File: src/rtl/alu_arbiter.sv
// Round-robin arbiter sharing one external combinational ALU between two
// valid/ready requesters; results return on a single registered response channel.
module alu_arbiter #(
    parameter int DATA_W = 32,
    parameter int OP_W   = 6
) (
    input  logic              clk,
    input  logic              rst_n,
    input  logic [1:0]        req_valid,
    output logic [1:0]        req_ready,
    input  logic [OP_W-1:0]   req0_op_code,
    input  logic [OP_W-1:0]   req1_op_code,
    input  logic [DATA_W-1:0] req0_operand1,
    input  logic [DATA_W-1:0] req1_operand1,
    input  logic [DATA_W-1:0] req0_operand2,
    input  logic [DATA_W-1:0] req1_operand2,
    output logic [OP_W-1:0]   alu_op_code,
    output logic [DATA_W-1:0] alu_operand1,
    output logic [DATA_W-1:0] alu_operand2,
    input  logic [DATA_W-1:0] alu_result,
    input  logic              alu_zero,
    input  logic              alu_overflow,
    output logic              rsp_valid,
    input  logic              rsp_ready,
    output logic              rsp_id,
    output logic [DATA_W-1:0] rsp_result,
    output logic              rsp_zero,
    output logic              rsp_overflow,
    output logic              rsp_err,
    output logic              busy
);

    typedef enum logic [1:0] {
        IDLE,
        EXEC,
        RESP
    } state_t;

    state_t            state;
    logic              ptr;
    logic              legal_q;
    logic [1:0]        grant;
    logic              gnt_id;
    logic [OP_W-1:0]   sel_op;
    logic [DATA_W-1:0] sel_a;
    logic [DATA_W-1:0] sel_b;

    // Legal encodings: 100000..100110 and 000001..000011
    function automatic logic legal_op(input logic [OP_W-1:0] op);
        return ((op >= OP_W'(32)) && (op <= OP_W'(38))) ||
               ((op >= OP_W'(1))  && (op <= OP_W'(3)));
    endfunction

    // Grant is gated by rst_n so req_ready stays low while reset is held.
    always_comb begin
        grant  = '0;
        gnt_id = 1'b0;
        if (state == IDLE && rst_n) begin
            case (req_valid)
                2'b01: begin grant = 2'b01; gnt_id = 1'b0; end
                2'b10: begin grant = 2'b10; gnt_id = 1'b1; end
                2'b11: begin grant = ptr ? 2'b10 : 2'b01; gnt_id = ptr; end
                default: begin grant = '0; gnt_id = 1'b0; end
            endcase
        end
    end

    always_comb begin
        sel_op = gnt_id ? req1_op_code  : req0_op_code;
        sel_a  = gnt_id ? req1_operand1 : req0_operand1;
        sel_b  = gnt_id ? req1_operand2 : req0_operand2;
    end

    assign req_ready = grant;
    assign busy      = (state != IDLE);

    always_ff @(posedge clk or negedge rst_n) begin
        if (!rst_n) begin
            state        <= IDLE;
            ptr          <= 1'b0;
            legal_q      <= 1'b0;
            alu_op_code  <= '0;
            alu_operand1 <= '0;
            alu_operand2 <= '0;
            rsp_valid    <= 1'b0;
            rsp_id       <= 1'b0;
            rsp_result   <= '0;
            rsp_zero     <= 1'b0;
            rsp_overflow <= 1'b0;
            rsp_err      <= 1'b0;
        end else begin
            case (state)
                IDLE: begin
                    if (|grant) begin
                        alu_op_code  <= sel_op;
                        alu_operand1 <= sel_a;
                        alu_operand2 <= sel_b;
                        rsp_id       <= gnt_id;
                        legal_q      <= legal_op(sel_op);
                        ptr          <= ~gnt_id;
                        state        <= EXEC;
                    end
                end
                EXEC: begin
                    rsp_valid <= 1'b1;
                    if (legal_q) begin
                        rsp_result   <= alu_result;
                        rsp_zero     <= alu_zero;
                        rsp_overflow <= alu_overflow;
                        rsp_err      <= 1'b0;
                    end else begin
                        rsp_result   <= '0;
                        rsp_zero     <= 1'b0;
                        rsp_overflow <= 1'b0;
                        rsp_err      <= 1'b1;
                    end
                    state <= RESP;
                end
                RESP: begin
                    if (rsp_ready) begin
                        rsp_valid <= 1'b0;
                        state     <= IDLE;
                    end
                end
                default: state <= IDLE;
            endcase
        end
    end

endmodule

File: config.mk
export PLATFORM = sky130hd
export DESIGN_NAME = alu_arbiter
export DESIGN_NICKNAME = d
export VERILOG_FILES = /design/src/rtl/alu_arbiter.sv
export SDC_FILE = /design/constraint.sdc
export NUM_CORES = 1
export LEC_CHECK = 0
export ABC_AREA = 1
export BUFFER_PORTS_ARGS = -buffer_cell sky130_fd_sc_hd__buf_4
export CAP_MARGIN = 20
export CORE_AREA = 2 2 113 115
export CTS_CLUSTER_SIZE = 24
export DETAILED_ROUTE_END_ITERATION = 12
export DIE_AREA = 0 0 115 117
export HOLD_SLACK_MARGIN = 0.12
export PLACE_DENSITY_LB_ADDON = 0.3
export SLEW_MARGIN = 10
export SYNTH_ARGS = -nofsm -noshare
export SYNTH_HDL_FRONTEND = slang
export SYNTH_SLANG_ARGS = --single-unit
File: constraint.sdc
create_clock -name clk -period 2.1 [get_ports clk]
set_input_delay 0.105 -clock clk [delete_from_list [all_inputs] [get_ports clk]]
set_output_delay 0.105 -clock clk [all_outputs]
set_load 0.1 [all_outputs]
# [Word level (Yosys, flattened, before mapping)]
# Index checks and enable logic that the tools add are counted.
[totals] regBits=111 latch_bits=0 ramBits=0 rom_bits=0 inputBits=179 out_inout_bits=110 mem_count=0
[classes] n_addsub=0 multipliers=0 div=0 n_lt_le_gt_ge=4 eq_ne=7 n_shift=0 mux=17 n_bitwise=1 reduce_logical=11
[ops] cell="2-to-1 mux 32 bit" n=3
[ops] cell="one-hot mux 2 bit (3 select lines)" n=2
[ops] cell="2-to-1 mux 2 bit" n=4
[ops] cell="equality test 2 bit, second input constant" n=3
[ops] cell=">= comparator 6 x 1 -> 1 bit, second input constant" n=1
[ops] cell=">= comparator 6 bit, second input constant" n=1
[ops] cell="<= comparator 6 x 2 -> 1 bit, second input constant" n=1
[ops] cell="<= comparator 6 bit, second input constant" n=1
[ops] cell="2-to-1 mux 6 bit" n=1
[ops] cell="AND reduction 2 bit" n=3
[ops] cell="2-to-1 mux 1 bit" n=5
[ops] cell="equality test 2 x 1 -> 1 bit, second input constant" n=2
[ops] cell="one-hot mux 1 bit (2 select lines)" n=2
[ops] cell="nonzero test 2 bit" n=2
[ops] cell="logical AND 1 bit" n=3
[ops] cell="zero test 2 bit" n=1
[ops] cell="inequality test 2 x 1 -> 1 bit, second input constant" n=1
[ops] cell="inequality test 2 bit, second input constant" n=1
[ops] cell="OR reduction 2 bit" n=1
[ops] cell="logical OR 1 bit" n=1
[ops] cell="NOT 1 bit" n=1

# [Depth between registers and ports, before layout]
[logic_depth] depth_word=7 ltp_mapped=12 ltp_nobuf=11

# [Worst setup path after synthesis]
# No wires, ideal clock.
[synth_timing] path_kind="register -> register" start="reg state[1]" end="reg alu_operand1[23]" setup_time_ns=0.070 arrival_time_ns=1.701 setup_slack_ns=0.330 stages_incl_launch_ff=9 path_buffers=1 period_less_slack_ns=1.770 path_cell_list="dfrtp_1 -> inv_2 -> nand2_4 -> nor2_8 -> nand2_2 -> inv_2 -> buf_2 -> nand2_1 -> nand3_1"
[synth_between] elab_chain_cells=5
[synth_lines] element="start: declaration" line="39" rtl="state_t state;"
[synth_lines] element="start signal: assignment" line="79" rtl="state <= IDLE;"
[synth_lines] element="start signal: assignment" line="101" rtl="state <= EXEC;"
[synth_lines] element="start signal: assignment" line="117" rtl="state <= RESP;"
[synth_lines] element="zero test 2 bit" line="58" rtl="if (state == IDLE && rst_n) begin"
[synth_lines] element="logical AND 1 bit" line="58"
[synth_lines] element="2-to-1 mux 2 bit" line="58"
[synth_lines] element="named net req_ready[0]" line="10" rtl="output logic [1:0] req_ready,"
[synth_lines] element="OR reduction 2 bit" line="94" rtl="if (|grant) begin"
[synth_lines] element="AND reduction 2 bit (no line)"
[synth_lines] element="end signal: assignment" line="96" rtl="alu_operand1 <= sel_a;"
[synth_lines] element="end: declaration" line="18" rtl="output logic [DATA_W-1:0] alu_operand1,"
# The timed path passes the listed nets, and every way through them passes these cells.
# A chain may end at the register's enable or synchronous reset.

# [Worst setup path after layout]
[layout_timing] start="reg state[1]" end="out req_ready[0]"
[layout_between] elab_chain_cells=3
[layout_lines] element="zero test 2 bit" line="58"
[layout_lines] element="logical AND 1 bit" line="58"
[layout_lines] element="2-to-1 mux 2 bit" line="58"
[layout_lines] element="end: declaration" line="10"
# Every way passes these cells.

==> impl_metrics.csv <==
group,metric,value,unit
clock_network,clock_sinks,111,
place,numPortBuffers,288,
timing,relSlewSlack,0.4517,
drt,routed.top_layer,"met4",
logic_synthesis,synthCells,507,
logic_synthesis,ys_types,21,
critical_path,required,2.00,ns
floorplanning,initial_core_util,0.3768,
timing,post-route-period-util,0.9400,
drt,ant_nets,0,
drt,wl_met3,1.343,mm
drt,drtPass1Iterations,8,
critical_path,cp-start-kind,"flip-flop",
logic_synthesis,netlist.area_leader.share,0.5987,
timing,skew,0.01152,ns
finish,fill_cells,782,
critical_path,timing.rr.end,"alu_op_code[5]",
logic_synthesis,synthTopCellsByArea,"dfrtp_1 (60%), nand2_1 (18%), nand3_1 (7.4%)",
clock_network,clockBufferDepth,2,
clock_network,htree_num_levels,3,
floorplanning,ios,289,
finish,layout-drive-gt1-share,0.3361,
timing,fmax,506.6,MHz
place,dpl.hpwl,10.28,mm
timing,period_needed,1.974,ns
outcome,outcome,"finished clean",
finish,regArea,2778,um^2
global_routing,grt_usage,0.2665,
critical_path,path_class,"reg2out",
critical_path,arrival,1.87,ns
global_routing,grt_pass1_wl,27.87,mm
floorplanning,die_area,13460,um^2
critical_path,r2r_cells,9,
clock_network,cts_buffers,9,
global_routing,grt_pass1_vias,5661,
min_path,hold_depth,6,
logic_synthesis,netlist_area,4639,um^2
global_routing,antenna_found_initial,0,
clock_network,cts_setup_buffers,0,
timing,max_slew.worst_pin.slew,0.8224,ns
finish,multiInputGateArea,1648,um^2
clock_network,clk_pin_slew_worst_paths,0.07,ns
timing,rsz0062_at_grt,"false",
finish,fin_nets,1135,
critical_path,end_kind,"primary output",
logic_synthesis,synth-seq-area-share,0.5987,
min_path,min_from,"req0_op_code[3]",
critical_path,path_max_fanout,66,
drt,vias,5573,
drt,drtIter0Drc,348,
drt,vias_per_cell,5.007,
clock_network,clk_root_buffer_cell,"clkbuf_16",
drt,routed_wl,18.54,mm
timing,setup_viol_count_final,0,
floorplanning,die_x,115,um
drt,dr_wl_met2,9.349,mm
drt,wl_per_cell,16.65,um
drt,wirelength_met1,6.725,mm
min_path,hold_path.class,"in2reg",
clock_network,cts_tree,"done",
global_routing,grt_overflow,0,
timing,finalHoldViolCount,0,
logic_synthesis,synth_warnings,0,
floorplanning,rows,41,
timing,fin_setup_tns,0,ns
place,gp_congestion,0.8011,
clock_network,clk-insertion-delay-late,0.35,ns
logic_synthesis,synth_seq_cells,111,
floorplanning,die_height,117,um
job,cap_violations,0,
global_routing,grt_max_degree,67,
drt,drc,0,
logic_synthesis,syn-num-nets,686,
min_path,min_to,"legal_q",
critical_path,reg2reg_slack,0.14,ns
finish,area_delta_synth_final,93.02,%
logic_synthesis,yosysTopAreaCell,"dfrtp_1",
floorplanning,coreArea,12310,um^2
timing,final_max_slew_viol_count,0,
logic_synthesis,syn_avg_cell_area,9.151,um^2
critical_path,reg2reg_from,"state[1]",
[state kept, by name, indices dropped and copies added (netlist names)]
register	flops
rsp_err	1
rsp_zero	1
state	2
ptr	1
rsp_result	32
alu_op_code	6
alu_operand1	32
rsp_overflow	1
rsp_valid	1
rsp_id	1
alu_operand2	32
legal_q	1
[layer usage]
metal / vias to the layer above / GRT usage
li1: 2549 / -
met1: 2640 / 0.2863
met2: 288 / 0.4514
met3: 96 / 0.08239
met4: 0 / 0.1847
met5: - / 0
[Yosys cell counts (all sizes together)]
master and n:
a31oi 2, clkinv 1, nor2 9, clkbuf 3, a22o 34, dfrtp 111, nand3b 1, o21ai 6
o21a 1, nand2 231, a21oi 1, nand3 69, buf 25, inv 13
[what timing repair did]
| item | CTS | global route |
|---|---|---|
| endpoints found under the setup margin | 0 | 40 |
| hold buffers | 172 | 0 |
| gates resized for setup | 0 | 5 |
| endpoints found under the hold margin | 153 | 0 |
[final cells by class]
type,instances,area share
multi-input combinational,354,0.1840
tap,150,0.02096
timing repair buffer,466,0.4429
inverter,14,0.006846
clock buffer,11,0.02822
sequential,111,0.3102
clock inverter,5,0.006288
antenna,2,0.0005589
[worst max path at each step]
stage                  start               end  slack (ns)  cells after the start
global route        state[1]    alu_op_code[5]       0.001                      9
detailed placement  state[0]     rsp_result[9]        0.20                      5
floorplan           state[1]  alu_operand1[23]        0.33                      8
global placement         ptr    alu_op_code[2]        0.13                      6
finish              state[1]      req_ready[0]        0.13                      7
CTS                      ptr  alu_operand1[30]        0.04                      8
[cell usage in the layout, fill, tap and decap left out, drive strengths merged, types with 3 or more instances in the layout]
master | netlist | routed
dlygate4sd3 | 0 | 172
nand2 | 231 | 231
clkbuf | 3 | 11
dfrtp | 111 | 111
clkinv | 1 | 3
inv | 13 | 13
nand3 | 69 | 69
o21ai | 6 | 6
a22o | 34 | 34
nor2 | 9 | 9
buf | 25 | 294
[critical path, cell delays in order, from the launching register on]
cell and delay (ns):
dfrtp_1 0.42, inv_2 0.08, nand2_4 0.06, nor2_8 0.13, nand2_2 0.11, inv_2 0.08, buf_12 0.26, buf_4 0.36
[per-stage QoR]
stage | worst slack [ns] | std cells | hold slack [ns] | util | instance area [um^2]
finish | 0.1260 | 1113 | 0.1275 | 0.7273 | 8955
global route | 0.001236 | 1111 | 0.1659 | 0.7269 | 8950
CTS | 0.04081 | 1111 | 0.1227 | 0.7262 | 8941
detailed placement | 0.2048 | 923 | 0.2697 | 0.5613 | 6910
global placement | 0.1344 | 922 | 0.2491 | 0.5597 | 6890
floorplan | 0.3298 | 507 | -0.1906 | - | 4639
[logic make-up (layout without fill, tap and decap cells)]
group	Yosys count	after routing	synth area share
other cells	0	2	0
simple gates	310	310	0.2791
flops	111	111	0.5987
buf+inv	42	496	0.04612
compound gates	44	44	0.07605
Power is not shown: default switching activity piles up to over one toggle a cycle in this logic, so the estimate is an artifact.
